`config.mk`:
```
export PLATFORM = sky130hd
export DESIGN_NAME = button_debounce_multi
export DESIGN_NICKNAME = d
export VERILOG_FILES = /design/src/rtl/btn_pkg.sv /design/src/rtl/button_debounce_channel.sv /design/src/rtl/button_debounce_multi.sv
export SDC_FILE = /design/constraint.sdc
export NUM_CORES = 1
export LEC_CHECK = 0
export CORE_MARGIN = 2
export CORE_UTILIZATION = 45
export DETAILED_ROUTE_END_ITERATION = 6
export GPL_TIMING_DRIVEN = 0
export SLEW_MARGIN = 15
export SYNTH_ARGS = -nofsm -noshare
export SYNTH_HDL_FRONTEND = slang
export SYNTH_SLANG_ARGS = --single-unit
export TNS_END_PERCENT = 10
```
`constraint.sdc`:
```
create_clock -name clk -period 8.5 [get_ports clk]
set_input_delay 1.7 -clock clk [delete_from_list [all_inputs] [get_ports clk]]
set_output_delay 1.7 -clock clk [all_outputs]
set_load 0.005 [all_outputs]
```
`src/rtl/btn_pkg.sv`:
```
// Shared types and width helpers for the multi-channel button debouncer.
// Imported by the per-channel filter and the top-level wrapper.
package btn_pkg;

   typedef enum logic [1:0] {
      IDLE,
      ARMING,
      HELD,
      RELEASING
   } btn_state_e;

   // Bits needed to hold every value 0..max_val without wrapping.
   function automatic int cnt_width(input int max_val);
      return $clog2(max_val + 1);
   endfunction

   function automatic int max_of(input int a, input int b);
      return (a > b) ? a : b;
   endfunction

endpackage

```
`src/rtl/button_debounce_channel.sv`:
```
// One debounced button: input synchroniser, symmetric press/release filter FSM,
// and auto-repeat timer that runs while the debounced level is high.
module button_debounce_channel
   import btn_pkg::*;
#(
   parameter int WAIT_CLOCKS   = 1_000_000,
   parameter int SYNC_STAGES   = 2,
   parameter int REPEAT_DELAY  = 50_000_000,
   parameter int REPEAT_PERIOD = 10_000_000
) (
   input  logic clk,
   input  logic rst,
   input  logic i_btn,
   input  logic i_repeat_en,
   output logic o_level,
   output logic o_press,
   output logic o_release,
   output logic o_repeat
);

   localparam int CNT_W = cnt_width(WAIT_CLOCKS);
   localparam int RPT_W = cnt_width(max_of(REPEAT_DELAY, REPEAT_PERIOD));

   localparam logic [CNT_W-1:0] CNT_LAST = CNT_W'(WAIT_CLOCKS - 1);
   localparam logic [RPT_W-1:0] DLY_LAST = RPT_W'(REPEAT_DELAY - 1);
   localparam logic [RPT_W-1:0] PER_LAST = RPT_W'(REPEAT_PERIOD - 1);

   logic [SYNC_STAGES-1:0] sync_q;
   logic                   s;

   btn_state_e       state_q, state_d;
   logic [CNT_W-1:0] cnt_q, cnt_d;
   logic [RPT_W-1:0] rcnt_q, rcnt_d;
   logic             period_q, period_d;   // 0: waiting out REPEAT_DELAY, 1: REPEAT_PERIOD
   logic             level_d, press_d, release_d, repeat_d;
   logic             active;

   // NOTE: the synchroniser chain is reset along with the FSM, so a button held
   // through reset must refill the chain and be re-debounced before it is accepted.
   always_ff @(posedge clk or posedge rst) begin
      if (rst) begin
         sync_q <= '0;
      end else begin
         sync_q <= {sync_q[SYNC_STAGES-2:0], i_btn};
      end
   end

   assign s = sync_q[SYNC_STAGES-1];

   always_comb begin
      // NOTE: every signal gets a default before the case, so no path through
      // this block leaves a value unassigned and no latch is inferred.
      state_d   = state_q;
      cnt_d     = cnt_q;
      level_d   = o_level;
      press_d   = 1'b0;
      release_d = 1'b0;
      repeat_d  = 1'b0;
      rcnt_d    = '0;
      period_d  = 1'b0;

      unique case (state_q)
         IDLE: begin
            if (s) begin
               state_d = ARMING;
               cnt_d   = CNT_W'(1);
            end
         end
         ARMING: begin
            if (!s) begin
               state_d = IDLE;
               cnt_d   = '0;
            end else if (cnt_q == CNT_LAST) begin
               state_d = HELD;
               cnt_d   = '0;
               level_d = 1'b1;
               press_d = 1'b1;
            end else begin
               cnt_d = cnt_q + CNT_W'(1);
            end
         end
         HELD: begin
            if (!s) begin
               state_d = RELEASING;
               cnt_d   = CNT_W'(1);
            end
         end
         RELEASING: begin
            if (s) begin
               state_d = HELD;
               cnt_d   = '0;
            end else if (cnt_q == CNT_LAST) begin
               state_d   = IDLE;
               cnt_d     = '0;
               level_d   = 1'b0;
               release_d = 1'b1;
            end else begin
               cnt_d = cnt_q + CNT_W'(1);
            end
         end
         default: begin
            state_d = IDLE;
            cnt_d   = '0;
            level_d = 1'b0;
         end
      endcase

      // A repeat that falls due on the release edge is dropped with the counter.
      active = (state_q == HELD || state_q == RELEASING) && (state_d != IDLE);
      if (active && i_repeat_en) begin
         if (rcnt_q == (period_q ? PER_LAST : DLY_LAST)) begin
            repeat_d = 1'b1;
            rcnt_d   = '0;
            period_d = 1'b1;
         end else begin
            rcnt_d   = rcnt_q + RPT_W'(1);
            period_d = period_q;
         end
      end
   end

   // NOTE: state registers use non-blocking assignments so every flop samples
   // the pre-edge values computed above, independent of statement order.
   always_ff @(posedge clk or posedge rst) begin
      if (rst) begin
         state_q   <= IDLE;
         cnt_q     <= '0;
         rcnt_q    <= '0;
         period_q  <= 1'b0;
         o_level   <= 1'b0;
         o_press   <= 1'b0;
         o_release <= 1'b0;
         o_repeat  <= 1'b0;
      end else begin
         state_q   <= state_d;
         cnt_q     <= cnt_d;
         rcnt_q    <= rcnt_d;
         period_q  <= period_d;
         o_level   <= level_d;
         o_press   <= press_d;
         o_release <= release_d;
         o_repeat  <= repeat_d;
      end
   end

endmodule

```
`src/rtl/button_debounce_multi.sv`:
```
// N_BTN independent debounced buttons with press/release pulses and a shared
// auto-repeat enable fanned out to every channel.
module button_debounce_multi
   import btn_pkg::*;
#(
   parameter int N_BTN         = 4,
   parameter int WAIT_CLOCKS   = 1_000_000,
   parameter int SYNC_STAGES   = 2,
   parameter int REPEAT_DELAY  = 50_000_000,
   parameter int REPEAT_PERIOD = 10_000_000
) (
   input  logic             clk,
   input  logic             rst,
   input  logic [N_BTN-1:0] i_btn,
   input  logic             i_repeat_en,
   output logic [N_BTN-1:0] o_level,
   output logic [N_BTN-1:0] o_press,
   output logic [N_BTN-1:0] o_release,
   output logic [N_BTN-1:0] o_repeat
);

   for (genvar k = 0; k < N_BTN; k++) begin : g_ch
      button_debounce_channel #(
         .WAIT_CLOCKS   (WAIT_CLOCKS),
         .SYNC_STAGES   (SYNC_STAGES),
         .REPEAT_DELAY  (REPEAT_DELAY),
         .REPEAT_PERIOD (REPEAT_PERIOD)
      ) u_ch (
         .clk         (clk),
         .rst         (rst),
         .i_btn       (i_btn[k]),
         .i_repeat_en (i_repeat_en),
         .o_level     (o_level[k]),
         .o_press     (o_press[k]),
         .o_release   (o_release[k]),
         .o_repeat    (o_repeat[k])
      );
   end

endmodule
```
==> results.toml, run 1 <==
[synth]
synth_area_leader_cell = "dfrtp_1"
yosysUniqueCellTypes = 62
syn_nets = 1184
seq_area_frac_synth = 0.492
synth_ff_type = "dfrtp_1"
ys_async_sr_fraction = 1.00
syn-mean-instance-area_um2 = 9.58
synthesis.area_mm2 = 0.0112
synth.area.top_cells = "dfrtp_1, nor2_1, xnor2_1"
ys_ff_latch = 220
syn_inst = 1169
synth-edff-count = 0
netlist.area_leader.share = 0.492
yosysWarnings = 0

[route]
vias_per_cell = 5.43
wire_per_inst_um = 14.5
routed-via-count = 8466
drtAntennaViolNets = 0
route.detailed.drc = 0
first_pass_iters = 5
drtIter0Drc = 471
drt-total-wl_um = 22700

[floorplanning]
core.rowCount = 57
core_mm2 = 0.0244
start_util = 0.459
ioPinCount = 23
fp.dieArea_mm2 = 0.0262
die_h_um = 162
dieWidth_um = 162

[grt]
antenna_found_initial = 0
gr-usage-all-layers = 0.177
grt-ovfl-total = 0
grt_pass1_wl_um = 39600
grt_max_degree = 110
grt_pass1_vias = 8277

[timing]
period_minus_slack_ns = 3.17
fin_worst_skew_ns = 0.00769
fin_ws_ns = 5.33
relSlewSlack = 0.300
final-setup-viol-count = 0
setup_tns_ns = 0
finalHoldViolations = 0
finalCritPeriodShare = 0.373
tightest_slew_ns = 1.04
slew_violations = 0
rsz0062_at_grt = "no"
fmax_mhz = 316

[critical_path]
startpoint_type = "flop"
worstPathCellList = "buf_4 > clkdlybuf4s50_1"
cp-end-kind = "primary output"
crit_path_max_incr_delay_ns = 0.49
critPathRequiredTime_ns = 6.80
critical_path_class = "flop to primary output"
cpMaxStageDelayCell = "clkdlybuf4s50_1"
critPathMaxFanout = 2
arrival_ns = 1.47

[clocking]
clkSinkCount = 220
ctsResizeCount = 0
clockBufferDepth = 3
cts_inserted_buffers = 25
post_cts.repair.setup_buffers = 0
cts.clk_slew.worst_paths_ns = 0.05
cts_hold_buf = 0
h-tree-depth = 1
cts_tree = "yes"
cts_root_buf = "clkbuf_16"
worstSkewPairLatency_ns = 0.51

[cells_and_area]
drive_gt1_frac = 0.0785
finalInstanceArea_mm2 = 0.0127
final_common_cell = "dfrtp_1"
area_delta_synth_final_pct = 13.4
antenna_cells = 0
final_cell_mix = "dfrtp_1, nor2_1, nand2_1"
nets = 1235

[power_and_ir_drop]
powerDensity_mw_per_mm2 = 174
power_leakage_uw = 0.00503
ir_worst_vdd_mv = 0.141

[placement]
post-dp-hpwl_um = 15100
portBuffers = 22
dp_slack_ns = 4.84
place_area_mm2 = 0.0119
gp_congestion = 0.797

[worst_hold_path]
hold_path_class = "flop to flop"

[run_status]
outcome = "complete, no violations"

[run]
drv_cap = 0
==> cell type report <==
class                      count  area (um2)
fill                        2258       11700
sequential                   220        5510
multi-input combinational    858        5240
clock buffer                  33         686
tap                          324         405
buffer                        58         327
timing repair buffer          24         275
inverter                      33         131
clock inverter                10         125
==> per-stage QoR <==
| step | hold slack, ns | instances | util | total power, uW |
|---|---|---|---|---|
| 2_1_floorplan | 0.331 | 1169 | - | 1140 |
| 3_3_place_gp | 0.334 | 1515 | 0.485 | 1160 |
| 3_5_place_dp | 0.336 | 1517 | 0.487 | 1160 |
| 4_1_cts | 0.349 | 1560 | 0.520 | 2250 |
| 5_1_grt | 0.358 | 1560 | 0.521 | 2300 |
| 6_report | 0.346 | 1560 | 0.521 | 2210 |
==> power by group <==
part	switching (uW)	internal [uW]
Clock	419	654
Combinational	50.8	21.2
Sequential	11.2	1060
Total	481	1730
==> cell usage after synthesis, drive strengths merged, types with 28 or more instances <==
cell,instances
nor3,35
nor4,29
xnor2,65
o21ai,28
dfrtp,220
buf,29
nor2,161
inv,33
clkbuf,29
and3,29
nand3,84
nand2,101
nand4,47
xor2,59
a21oi,34
==> path summary, 6_finish.rpt <==
check                                       startpoint                       to  slack (ns)  depth (start not counted)
worst max-delay path              g_ch[3].u_ch.o_level               o_level[3]        5.33                          2
worst min-delay path            g_ch[3].u_ch.sync_q[0]   g_ch[3].u_ch.sync_q[1]        0.35                          0
worst max register to register   g_ch[3].u_ch.cnt_q[0]    g_ch[3].u_ch.cnt_q[5]        5.88                          8
worst min register to register  g_ch[3].u_ch.sync_q[0]   g_ch[3].u_ch.sync_q[1]        0.35                          0
max in group asynchronous                          rst    g_ch[0].u_ch.cnt_q[8]        5.75                          4
min in group asynchronous                          rst  g_ch[1].u_ch.rcnt_q[17]        1.55                          2
==> layer usage <==
layer / GRT usage / wire length [um] / up-vias
met5: 0 / 0 / -
met4: 0.0483 / 554 / 0
met2: 0.289 / 10300 / 110
met1: 0.252 / 11200 / 4085
met3: 0.0227 / 639 / 39
li1: - / - / 4232
==> worst max-delay path, delay by kind of cell, from the launching register on <==
family | cells | cell delay [ns]
buffers and inverters | 2 | 0.60
DFF | 1 | 0.37
==> cells by family after synthesis <==
family | Yosys count | synth area share
compound gates | 143 | 0.0866
xor+xnor | 124 | 0.0970
fa+ha+maj | 8 | 0.00894
buf+inv | 91 | 0.0402
flops | 220 | 0.492
mux | 12 | 0.0112
simple gates | 571 | 0.264
==> flip-flops by register name (all words and copies together) (netlist names) <==
| name | flops |
|---|---|
| g_ch.u_ch.rcnt_q | 104 |
| g_ch.u_ch.cnt_q | 80 |
| g_ch.u_ch.state_q | 8 |
| g_ch.u_ch.sync_q | 8 |
| g_ch.u_ch.o_level | 4 |
| g_ch.u_ch.o_press | 4 |
| g_ch.u_ch.o_release | 4 |
| g_ch.u_ch.o_repeat | 4 |
| g_ch.u_ch.period_q | 4 |
No activity file was read; power rests on OpenSTA's default activity.
==> run 2, diff against run 1 <==
- clock period: 8.5 -> 2.87 ns (I/O delays scaled with it)
==> run 2 against run 1 <==
Net effect: clock power rose to 3.0 times the previous value; highest routed layer unchanged; die area stayed put; setup slack got worse by 5.0 ns; core utilization rose by 0.59 points; sequential cell count did not move; largest cell class unchanged; wire length up 0.49%.
==> results.toml, run 2 (synthesis gave the netlist of run 1 again) <==
[timing]
slew_violations = 0
finalCritPeriodShare = 0.891
finalHoldViolations = 0
period_minus_slack_ns = 2.56
final-setup-viol-count = 0
fin_worst_skew_ns = 0.0118
tightest_slew_ns = 1.03
rsz0062_at_grt = "no"
fmax_mhz = 391
setup_tns_ns = 0
relSlewSlack = 0.304

[cells_and_area]
multi_input_area_mm2 = 0.00524
nets = 1241
drive_gt1_frac = 0.0876
register_area_mm2 = 0.00551
antenna_cells = 0
final_common_cell = "dfrtp_1"
final_cell_mix = "dfrtp_1, nor2_1, nand2_1"
final_core_util = 0.527
fin_cells = 1568
fillCellCount = 2272
largest_register = "g_ch.u_ch.rcnt_q"
largest_reg_flops = 104
area_delta_synth_final_pct = 14.7
finalInstanceArea_mm2 = 0.0128
reg_top3 = "g_ch.u_ch.rcnt_q (104), g_ch.u_ch.cnt_q (80)"

[route]
route.detailed.drc = 0
drtAntennaViolNets = 0
routed-via-count = 8387
drtIter0Drc = 349
wire_per_inst_um = 14.5
drt-total-wl_um = 22800
first_pass_iters = 5
vias_per_cell = 5.35

[grt]
grt_max_degree = 36
grt_pass1_wl_um = 40500
grt_pass1_vias = 8425
gr-usage-all-layers = 0.182
gr-usage-met1 = 0.262
met3_usage = 0.0222
grt_most_used_layer = "met2"
antenna_found_initial = 0
grt-ovfl-total = 0
grt_use_met2 = 0.295

[clocking]
cts_inserted_buffers = 25
clockBufferDepth = 3
clkSinkCount = 220
worstSkewPairLatency_ns = 0.51
cts_hold_buf = 0
ctsResizeCount = 0
h-tree-depth = 1
cts_tree = "yes"
cts.clk_slew.worst_paths_ns = 0.06
post_cts.repair.setup_buffers = 0
cts_root_buf = "clkbuf_16"

[power_and_ir_drop]
power_leakage_uw = 0.00510
ir_worst_vdd_mv = 0.351
powerDensity_mw_per_mm2 = 512
power_uw = 6570

[critical_path]
arrival_ns = 2.98
critPathRequiredTime_ns = 3.30
critPathMaxFanout = 10
critical_path_class = "flop to flop"
cp-end-kind = "flop"
startpoint_type = "flop"

[floorplanning]
start_util = 0.459
core.rowCount = 57
fp.dieArea_mm2 = 0.0262
core_mm2 = 0.0244
ioPinCount = 23
die_h_um = 162
dieWidth_um = 162

[placement]
post-dp-hpwl_um = 15700
placed_cells = 1523
portBuffers = 22
gp_congestion = 0.808
place_area_mm2 = 0.0120

[run]
drv_cap = 0

[run_status]
outcome = "complete, no violations"

[worst_hold_path]
hold_path_class = "flop to flop"
run 2: cell count changes in the layout (fill, tap and decap cells not counted), sizes merged:
| cell | delta |
|---|---|
| buf | +6 |
| bufinv | -1 |
| clkinvlp | +2 |
| clkinv | +2 |
| inv | -1 |
run 2: worst paths after layout:
check / start / depth (start not counted) / to / slack (ns)
worst max-delay path: g_ch[3].u_ch.cnt_q[0] / 8 / g_ch[3].u_ch.cnt_q[7] / 0.31
worst min-delay path: g_ch[3].u_ch.sync_q[0] / 0 / g_ch[3].u_ch.sync_q[1] / 0.35
worst max register to register: g_ch[3].u_ch.cnt_q[0] / 8 / g_ch[3].u_ch.cnt_q[7] / 0.31
worst min register to register: g_ch[3].u_ch.sync_q[0] / 0 / g_ch[3].u_ch.sync_q[1] / 0.35
max in group asynchronous: rst / 6 / g_ch[2].u_ch.cnt_q[16] / 1.26
min in group asynchronous: rst / 2 / g_ch[1].u_ch.rcnt_q[17] / 0.45
run 2: routing by layer:
layer / up-vias / part of all wire
met4: 0 / 0.020
met2: 100 / 0.45
met5: - / 0
li1: 4233 / -
met3: 31 / 0.030
met1: 4023 / 0.50
run 2: area by class of cell:
| cell class | count | area share |
|---|---|---|
| repair buffers | 30 | 0.0308 |
| clock inverters | 12 | 0.00877 |
| clock buffers | 33 | 0.0565 |
| plain buffers | 58 | 0.0254 |
| inverters | 33 | 0.00994 |
| well taps | 324 | 0.0316 |
| flip-flops and latches | 220 | 0.429 |
| multi-input cells | 858 | 0.408 |
run 2: power by group:
group / switching, uW / internal, uW
Combinational: 154 / 79.3
Clock: 1230 / 1950
Sequential: 31.9 / 3130
Total: 1420 / 5160
run 2: metrics by stage:
| step | hold slack (ns) | worst slack [ns] |
|---|---|---|
| after global placement | 0.334 | -2.35 |
| final | 0.349 | 0.314 |
| after floorplan | 0.331 | -0.572 |
| after global routing | 0.363 | 0.119 |
| after detailed placement | 0.338 | 0.337 |
| after CTS | 0.351 | 0.337 |
run 2: worst max-delay path, cell delays in order, from the launching register on:
cell and delay, ns:
dfrtp_1 0.41, ha_1 0.24, and3_1 0.18, clkbuf_1 0.21, and3_1 0.27, a211oi_2 0.44
clkbuf_1 0.45, nand2_1 0.09, a31oi_1 0.18
==> run 3, diff against run 2 <==
- ABC_CLOCK_PERIOD_IN_PS: default -> 2870
==> results of run 3 <==
Final layout, timing and power as in run 2 (identical DEF).
